## src/rtl/npc_io_pkg.sv

```systemverilog
// Shared constants and types for the request debouncer.
//   LANES             : number of independent request lanes (8)
//   DB_CYCLES_DEFAULT : default number of consecutive differing cycles
//                       required before a lane's output bit changes
//   lane_vec_t        : one bit per lane
package npc_io_pkg;

    localparam int LANES             = 8;
    localparam int DB_CYCLES_DEFAULT = 4;

    typedef logic [LANES-1:0] lane_vec_t;

endpackage : npc_io_pkg

```

## src/rtl/req_debounce8_if.sv

```systemverilog
// Request-line bundle between the switch side and the debouncer.
//   sw_i     : raw request lines, asynchronous to clk
//   freeze_i : hold outputs and suspend debouncing while high
//   x_o      : debounced request vector (feeds the priority encoder X input)
//   chg_o    : one-cycle pulse in the first cycle x_o shows a new value
//   busy_o   : high while any lane has a pending debounce count
// master drives the raw lines, slave is the debouncer.
interface req_debounce8_if;
    import npc_io_pkg::*;

    lane_vec_t sw_i;
    logic      freeze_i;
    lane_vec_t x_o;
    logic      chg_o;
    logic      busy_o;

    modport master (
        output sw_i,
        output freeze_i,
        input  x_o,
        input  chg_o,
        input  busy_o
    );

    modport slave (
        input  sw_i,
        input  freeze_i,
        output x_o,
        output chg_o,
        output busy_o
    );

endinterface : req_debounce8_if

```

## src/rtl/db_lane.sv

```systemverilog
// One debounce lane: 2-flop synchronizer, consecutive-difference counter
// and the debounced output bit.
//   clk, rst : system clock, synchronous active-high reset
//   freeze   : suspend debouncing (counter held at 0, output held)
//   sw       : raw asynchronous request line
//   x        : debounced output bit (registered)
//   upd      : high in the cycle before x takes a new value (combinational)
//   pend     : counter is nonzero (registered)
module db_lane
    import npc_io_pkg::*;
#(
    parameter int DB_CYCLES = DB_CYCLES_DEFAULT
) (
    input  logic clk,
    input  logic rst,
    input  logic freeze,
    input  logic sw,
    output logic x,
    output logic upd,
    output logic pend
);

    localparam int              CW      = $clog2(DB_CYCLES + 1);
    localparam logic [CW-1:0]   CNT_MAX = CW'(DB_CYCLES - 1);

    // s1_reg may go metastable; nothing but s2_reg looks at it.
    logic          s1_reg;
    logic          s2_reg;
    logic          x_reg;
    logic          x_next;
    logic [CW-1:0] cnt_reg;
    logic [CW-1:0] cnt_next;

    // cnt counts edges on which the synchronized input has disagreed with
    // the output; the DB_CYCLES-th such edge commits the new value.
    always_comb begin
        cnt_next = cnt_reg;
        x_next   = x_reg;
        upd      = 1'b0;
        if (freeze || (s2_reg == x_reg)) begin
            cnt_next = '0;
        end else if (cnt_reg == CNT_MAX) begin
            x_next   = s2_reg;
            cnt_next = '0;
            upd      = 1'b1;
        end else begin
            cnt_next = cnt_reg + CW'(1);
        end
    end

    always_ff @(posedge clk) begin
        if (rst) begin
            s1_reg  <= 1'b0;
            s2_reg  <= 1'b0;
            cnt_reg <= '0;
            x_reg   <= 1'b0;
        end else begin
            // synchronizer keeps sampling even while frozen
            s1_reg  <= sw;
            s2_reg  <= s1_reg;
            cnt_reg <= cnt_next;
            x_reg   <= x_next;
        end
    end

    assign x    = x_reg;
    assign pend = (cnt_reg != '0);

endmodule : db_lane

```

## src/rtl/req_debounce8.sv

```systemverilog
// Eight independent request-line debouncers feeding an 8-to-3 priority
// encoder's X input. No priority is applied here.
//   clk : system clock
//   rst : synchronous active-high reset (wins over freeze and pending updates)
//   bus : slave side of req_debounce8_if (sw_i, freeze_i in; x_o, chg_o,
//         busy_o out)
module req_debounce8
    import npc_io_pkg::*;
#(
    parameter int DB_CYCLES = DB_CYCLES_DEFAULT
) (
    input  logic                  clk,
    input  logic                  rst,
    req_debounce8_if.slave        bus
);

    lane_vec_t x_vec;
    lane_vec_t upd_vec;
    lane_vec_t pend_vec;
    logic      chg_reg;

    for (genvar gi = 0; gi < LANES; gi++) begin : g_lane
        db_lane #(
            .DB_CYCLES (DB_CYCLES)
        ) u_lane (
            .clk    (clk),
            .rst    (rst),
            .freeze (bus.freeze_i),
            .sw     (bus.sw_i[gi]),
            .x      (x_vec[gi]),
            .upd    (upd_vec[gi]),
            .pend   (pend_vec[gi])
        );
    end

    // Registered alongside x: high exactly in the cycle after an edge that
    // changed any lane. Lane upd is already suppressed while frozen.
    always_ff @(posedge clk) begin
        if (rst) begin
            chg_reg <= 1'b0;
        end else begin
            chg_reg <= |upd_vec;
        end
    end

    assign bus.x_o    = x_vec;
    assign bus.chg_o  = chg_reg;
    assign bus.busy_o = |pend_vec;

endmodule : req_debounce8

```

## src/flat_wrapper.sv

```systemverilog
// flat-port wrapper written by rule: the top's interface ports become plain ports
module req_debounce8_flat import npc_io_pkg::*;
#(
    parameter int DB_CYCLES = DB_CYCLES_DEFAULT
)
  (clk, rst, bus_sw_i, bus_freeze_i, bus_x_o, bus_chg_o, bus_busy_o);
  req_debounce8_if bus_i ();
  input  logic clk;
  input  logic rst;
  input wire logic [$bits(bus_i.sw_i)-1:0] bus_sw_i;
  input wire logic [$bits(bus_i.freeze_i)-1:0] bus_freeze_i;
  output wire logic [$bits(bus_i.x_o)-1:0] bus_x_o;
  output wire logic [$bits(bus_i.chg_o)-1:0] bus_chg_o;
  output wire logic [$bits(bus_i.busy_o)-1:0] bus_busy_o;
  assign bus_i.sw_i = bus_sw_i;
  assign bus_i.freeze_i = bus_freeze_i;
  assign bus_x_o = bus_i.x_o;
  assign bus_chg_o = bus_i.chg_o;
  assign bus_busy_o = bus_i.busy_o;
  req_debounce8 #(.DB_CYCLES(DB_CYCLES)) u_core (.clk(clk), .rst(rst), .bus(bus_i));
endmodule
```

## config.mk

```make
export PLATFORM = sky130hd
export DESIGN_NAME = req_debounce8_flat
export DESIGN_NICKNAME = d
export VERILOG_FILES = /design/src/rtl/npc_io_pkg.sv /design/src/rtl/req_debounce8_if.sv /design/src/rtl/db_lane.sv /design/src/rtl/req_debounce8.sv /design/src/flat_wrapper.sv
export SDC_FILE = /design/constraint.sdc
export NUM_CORES = 1
export LEC_CHECK = 0
export CAP_MARGIN = 20
export CORE_UTILIZATION = 56
export CTS_CLUSTER_SIZE = 20
export DETAILED_ROUTE_END_ITERATION = 6
export PLACE_DENSITY = 0.87
export SLEW_MARGIN = 20
export SYNTH_ARGS = -nofsm -noshare
export SYNTH_HDL_FRONTEND = slang
export SYNTH_HIERARCHICAL = 1
export SYNTH_SLANG_ARGS = --single-unit
```

## constraint.sdc

```tcl
create_clock -name clk -period 3.3 [get_ports clk]
set_input_delay 0.66 -clock clk [delete_from_list [all_inputs] [get_ports clk]]
set_output_delay 0.66 -clock clk [all_outputs]
set_load 0.01 [all_outputs]
```

==> results of run 1 <==
metrics by stage:
stage | util | power [W] | hold slack [ns] | setup slack (ns) | instances
after global routing | 0.6927 | 0.001057 | 0.4537 | 0.7796 | 301
after global placement | 0.6693 | 0.0006803 | 0.4182 | 0.7119 | 294
after CTS | 0.6927 | 0.001027 | 0.4417 | 0.8570 | 301
after detailed placement | 0.6693 | 0.0006816 | 0.4220 | 0.6715 | 294
after floorplan | - | 0.0006469 | 0.4138 | 1.756 | 223
final | 0.6927 | 0.001014 | 0.4384 | 0.8666 | 301
cells by family (layout without fill, tap and decap cells):
kind of cell / after synthesis / in the layout
DFF: 49 / 49
AOI/OAI and AO/OA: 9 / 9
adders and majority gates: 24 / 24
xor gates and xnor gates: 8 / 8
buffers and inverters: 24 / 54
and+or+nand+nor: 109 / 109
worst register-to-register path: cells and delay by family, from the launching register on:
| kind | cells | cell delay, ns |
|---|---|---|
| AO/OA/AOI/OAI | 1 | 0.12 |
| AND/OR/NAND/NOR | 3 | 0.68 |
| flip-flops | 1 | 0.32 |
| adder cells (fa/ha/maj) | 2 | 0.42 |
report_power, final:
group,internal [W],leakage [nW],switching (W)
Clock,0.000166,0.0443,0.000180
Sequential,0.000601,0.398,0.00000488
Combinational,0.0000339,0.547,0.0000269
layer usage:
| metal | up-vias | GRT usage |
|---|---|---|
| li1 | 811 | - |
| met1 | 748 | 0.2194 |
| met2 | 20 | 0.3592 |
| met3 | 5 | 0.05458 |
| met4 | 0 | 0.07778 |
| met5 | - | 0 |
path summary, 6_finish.rpt:
path / from / end / slack, ns / depth (start not counted)
worst max-delay path: u_core/g_lane[1].u_lane/cnt_reg[0] / bus_busy_o / 0.87 / 6
worst min-delay path: u_core/g_lane[1].u_lane/s1_reg / u_core/g_lane[1].u_lane/s2_reg / 0.44 / 1
worst max register to register: u_core/g_lane[7].u_lane/cnt_reg[0] / u_core/bus.chg_o / 1.63 / 6
worst min register to register: u_core/g_lane[1].u_lane/s1_reg / u_core/g_lane[1].u_lane/s2_reg / 0.44 / 1
cell type report:
class	count	area (µm²)	area share
inverter	24	90.09	0.03526
multi-input combinational	150	1115	0.4363
clock buffer	7	86.33	0.03379
timing repair buffer	23	222.7	0.08717
sequential	49	980.9	0.3839
tap	48	60.06	0.02351
cell usage after synthesis:
cell type  number
xnor2_1         8
nand2b_1       16
nor4_1         12
inv_1          24
nor2b_1        24
dfxtp_1        49
and2b_2         8
nand2_1         9
ha_1           24
nor2_1         16
a21oi_1         1
o21ai_0         8
or4_1          16
nand4bb_1       8
==> impl_results.md, run 1 <==
* Chip Width at ~64 µm
* Via Count at between 1.5k and 2k
* Top sig layer: met4
* Design area at 2555 µm²
* Antenna diodes at 0
* CP max stage delay at ~0.48 ns
* Largest net degree at the start of global routing at just under 60
* Final hold vios at 0
* Worst-path clk slew at 0.08 ns
* Initial antenna violation count at 0
* XOR/XNOR Fraction of Synth Area at 0.03205
* CTS tree: built
* CP Max Fanout at 3
* CP dominant cell by count: nand2_1
* Total GRT Usage at 0.1990
* Status: finished clean
* Synth cell types at 14
* Post-synthesis mux area share at 0
* First-pass GRT wire length at between 6000 and 7000 µm
* Post-synthesis cell area at ~2200 µm²
* Pleak at roughly 0.99 nW
* Seq cells post-synth at 49
* Critical Path Sink Type: primary output
* Commonest cells after routing, fill and taps aside: dfxtp_1 (49), nor2b_1 (24), inv_1 (24), ha_1 (24), clkdlybuf4s50_1 (20)
* Placed Area at roughly 2500 µm²
* Maximum VDD drop at 228.4 µV
* Worst EP required at about 2.6 ns
* Synth Instances at between 200 and 250
* Critical path's top delay family: buffers and inverters
* Drt total wl at approximately 3600 µm
* Clock Latency Late Sink at a little under 0.3 ns
* Nets at 288
* DRC violations left at 0
* Number of vias per cell at around 5.3
* Top-Level Pins at 21
* Sequential share of the synthesized area at 0.4488
* Clock tree buffer depth at 2
* Met1 wire length at 1711 µm
* Ys Warns at 6
* Final setup viols at 0
* Top cells by area, synth: dfxtp_1 (45%), ha_1 (14%), nor2b_1 (6.9%), or4_1 (5.5%), nand2b_1 (4.6%)
* Crit path arrival time at 1.77 ns
* Core area at between 3000 and 4000 µm²
* Die ar. at roughly 4200 µm²
* Crit-path slowest cell: clkdlybuf4s50_1
* RSZ-0062 raised after global routing: no
* Fin. max-slew vios at 0
* Max-Cap Viols at 0
* PD cells at between 300 and 400 nW/µm²
* DP HPWL at between 2000 and 3000 µm
* Root Driver: clkbuf_8
* Post-CTS Setup Bufs at 0
* Hold Buf Count CTS at 0
* DR pass1 iterations at 4
* Crit path buffers/inverters at 2
* Max Freq at around 0.41 GHz
* Rows at 22
* Startpoint type of the worst setup path: register
* Iter 0 DRT Violations at 82
* Routed WL per cell at approximately 12 µm
* Slew Limit Headroom at 0.5338
* Period utilisation layout at 0.7374
* Cell taking the most area after synthesis: dfxtp_1
* CTS Sinks at 49
* Largest family of logic cells by synthesized area: simple AND/OR/NAND/NOR gates
* Vert. Die Dim at ~64 µm
* Area Overhead vs Synth at 16.89%
* Number of global-route vias before repair at between 1.5k and 2k
* Commonest non-fill, non-tap cell in the layout: dfxtp_1
* Top cell type's share of synthesized area at 0.4488
* Total grt overflow at 0
* FILL cells at around 300
* Max FFs per register at 24
* CTS resizes at 0
* WS Path Type: reg2out
* Slew at the pin closest to its max-slew limit at roughly 0.70 ns
* Worst-path cell chain: inv_1, ha_1, nand2_1, nor4_1, nand2_1, clkdlybuf4s50_1
* Mean area per synthesized cell at 9.802 µm²
* Detail Route Antenna Nets at 0
* Post-Synth Adder-Cell Area at 0.1374
* Mapped Nets at roughly 260
* Post-synthesis simple-gate area fraction at 0.3200
* Worst Hold Class: reg2reg
* Setup TNS at 0 ns
* Initial Util at 0.5926
* Met2 wire len at ~1800 µm
* CTS buffer count at 5
* Min cycle time layout at about 2.4 ns
* Compound-Gate Fraction of Synth Area at 0.02061
* Setup Skew at 0.005283 ns
* Share of cells above drive strength 1 at 0.06719
* H-tree Lvls at 2
* Routability Congestion at 0.7696
* Input/output buffers at 20
* Met3 wire len at 109 µm
(Power assumes the default switching activity.)
==> inputs of run 2 (changes only) <==
--- a/config.mk
+++ b/config.mk
@@ -6,10 +6,10 @@
 export NUM_CORES = 1
 export LEC_CHECK = 0
 export CAP_MARGIN = 20
-export CORE_UTILIZATION = 56
+export CORE_UTILIZATION = 50
 export CTS_CLUSTER_SIZE = 20
 export DETAILED_ROUTE_END_ITERATION = 6
-export PLACE_DENSITY = 0.87
+export PLACE_DENSITY = 0.83
 export SLEW_MARGIN = 20
 export SYNTH_ARGS = -nofsm -noshare
 export SYNTH_HDL_FRONTEND = slang
==> constraint.sdc (replaced) <==
create_clock -name clk -period 2.11 [get_ports clk]
set_input_delay 0.422 -clock clk [delete_from_list [all_inputs] [get_ports clk]]
set_output_delay 0.422 -clock clk [all_outputs]
set_load 0.01 [all_outputs]
==> run 2 against run 1 <==
  * Clock power rose by 82%
  * Flip-flop and latch count unchanged
  * Core utilization decreased by 5.6 points
  * Final cell count grew 1.0%
  * First-iteration DRC count is 20% lower
  * Register-to-register slack worse by 1.2 ns
==> impl_results.md, run 2 (same netlist as run 1, synthesis figures left out) <==
* Final setup viols at 0
* Slew Limit Headroom at 0.7485
* Fin. max-slew vios at 0
* Vert. Die Dim at about 68 µm
* Initial antenna violation count at 0
* Routability Congestion at ~0.73
* Antenna diodes at 0
* Worst EP required at 1.69 ns
* CTS buffer count at 5
* Status: finished clean
* Nets at approximately 290
* Iter 0 DRT Violations at 66
* RSZ-0062 raised after global routing: no
* CTS tree: built
* R2R depth at 6
* Pleak at approximately 1 nW
* Period utilisation layout at 0.9165
* Die ar. at about 4600 µm²
* Critical Path Sink: bus_busy_o
* Worst-path cell chain: inv_1, ha_1, nand2_1, nor4_2, nand2_1, clkdlybuf4s15_1
* Setup TNS at 0 ns
* Critical Path Source: u_core/g_lane[2].u_lane/cnt_reg[0]
* Via Count at around 1.6k
* Critical Path Sink Type: primary output
* DR pass1 iterations at 5
* WS Path Type: reg2out
* Root Driver: clkbuf_8
* DRC violations left at 0
* H-tree Lvls at 2
* Top-Level Pins at 21
* Commonest non-fill, non-tap cell in the layout: dfxtp_1
* Total power at around 0.0017 W
* Total GRT Usage at 0.1843
* PD cells at between 600 and 700 nW/µm²
* Clock Latency Late Sink at roughly 0.3 ns
* Number of vias per cell at 5.118
* Clock tree buffer depth at 2
* Final hold vios at 0
* Total grt overflow at 0
* Slew at the pin closest to its max-slew limit at around 0.37 ns
* Startpoint type of the worst setup path: register
* Max-Cap Viols at 0
* R2r endpoint: u_core/bus.chg_o
* Max FFs per register at 24
* Core area at between 4000 and 5000 µm²
* Worst R2R Setup Slack at ~0.45 ns
* Largest net degree at the start of global routing at 41
* Rows at 23
* Share of cells above drive strength 1 at 0.07874
* Worst-path clk slew at 0.08 ns
* Commonest cells after routing, fill and taps aside: dfxtp_1 (49), nor2b_1 (24), inv_1 (24), ha_1 (24), clkdlybuf4s50_1 (19)
* CP max stage delay at ~0.33 ns
* CP Max Fanout at 3
* Area Overhead vs Synth at 19.00%
* CTS Sinks at slightly below 50
* Worst Hold Class: reg2reg
* Setup Skew at around 0.008 ns
* Chip Width at slightly below 70 µm
* Worst Hold Path Cells at 1
* R2r startpoint: u_core/g_lane[7].u_lane/cnt_reg[0]
* First-pass GRT wire length at approximately 6400 µm
* Min cycle time layout at between 1.5 and 2 ns
* Input/output buffers at 20
* Maximum VDD drop at ~760 µV
* Initial Util at 0.5349
* DP HPWL at roughly 2600 µm
* Number of global-route vias before repair at roughly 1.5k
* Hold Buf Count CTS at 0
* Drt total wl at ~3700 µm
* Detail Route Antenna Nets at 0
* CP dominant cell by count: nand2_1
* Crit path arrival time at between 1.5 and 2 ns
* Post-CTS Setup Bufs at 0
* Routed WL per cell at 12.06 µm
* Crit-path slowest cell: dfxtp_1
* Max Freq at 0.5171 GHz
## run 2: power by group
group / switching, W / internal (W) / total (W)
clock: 0.000287 / 0.000344 / 0.000632
sequential: 0.00000768 / 0.000941 / 0.000948
combinational: 0.0000438 / 0.0000560 / 0.0000997
## run 2: area by class of cell
type | count | area (µm²)
multi-input cells | 150 | 1121
repair buffers | 24 | 242.7
clock inverters | 2 | 35.03
well taps | 50 | 62.56
fillers | 345 | 1485
flip-flops and latches | 49 | 980.9
inverters | 24 | 90.09
clock buffers | 5 | 68.82
## run 2: per-layer routing
layer,up-vias,track usage,share of wire
met5,-,0,0
met4,0,0.06250,0.011
met3,6,0.05333,0.032
met2,26,0.2904,0.46
met1,713,0.2390,0.49
li1,811,-,-
## run 2: repair_timing
action	CTS	global route
resized for setup	2	1
setup endpoints to repair	1	1
pin swaps	0	1
## run 2: metrics by stage
step	setup WS [ns]	std cells	area, µm²	hold WS, ns	util
2_1_floorplan	0.6403	223	2186	0.4138	-
3_3_place_gp	0.06238	297	2491	0.4175	0.6096
6_report	0.1761	304	2601	0.4409	0.6366
3_5_place_dp	0.04722	297	2491	0.4280	0.6096
5_1_grt	0.03317	304	2601	0.4614	0.6366
4_1_cts	0.1147	304	2600	0.4483	0.6363
## run 2: worst min-delay path by stage
stage	startpoint	endpoint	slack, ns
global placement	u_core/g_lane[2].u_lane/s1_reg	u_core/g_lane[2].u_lane/s2_reg	0.42
floorplan	u_core/g_lane[0].u_lane/s1_reg	u_core/g_lane[0].u_lane/s2_reg	0.41
detailed placement	u_core/g_lane[6].u_lane/s1_reg	u_core/g_lane[6].u_lane/s2_reg	0.43
global route	u_core/g_lane[4].u_lane/s1_reg	u_core/g_lane[4].u_lane/s2_reg	0.46
finish	u_core/g_lane[4].u_lane/s1_reg	u_core/g_lane[4].u_lane/s2_reg	0.44
CTS	u_core/g_lane[4].u_lane/s1_reg	u_core/g_lane[4].u_lane/s2_reg	0.45
## run 2: critical path, delay by kind of cell, from the launching register on
kind          cells  cell delay, ns
simple gates      3            0.46
flops             1            0.33
buf+inv           2            0.30
fa+ha+maj         1            0.14
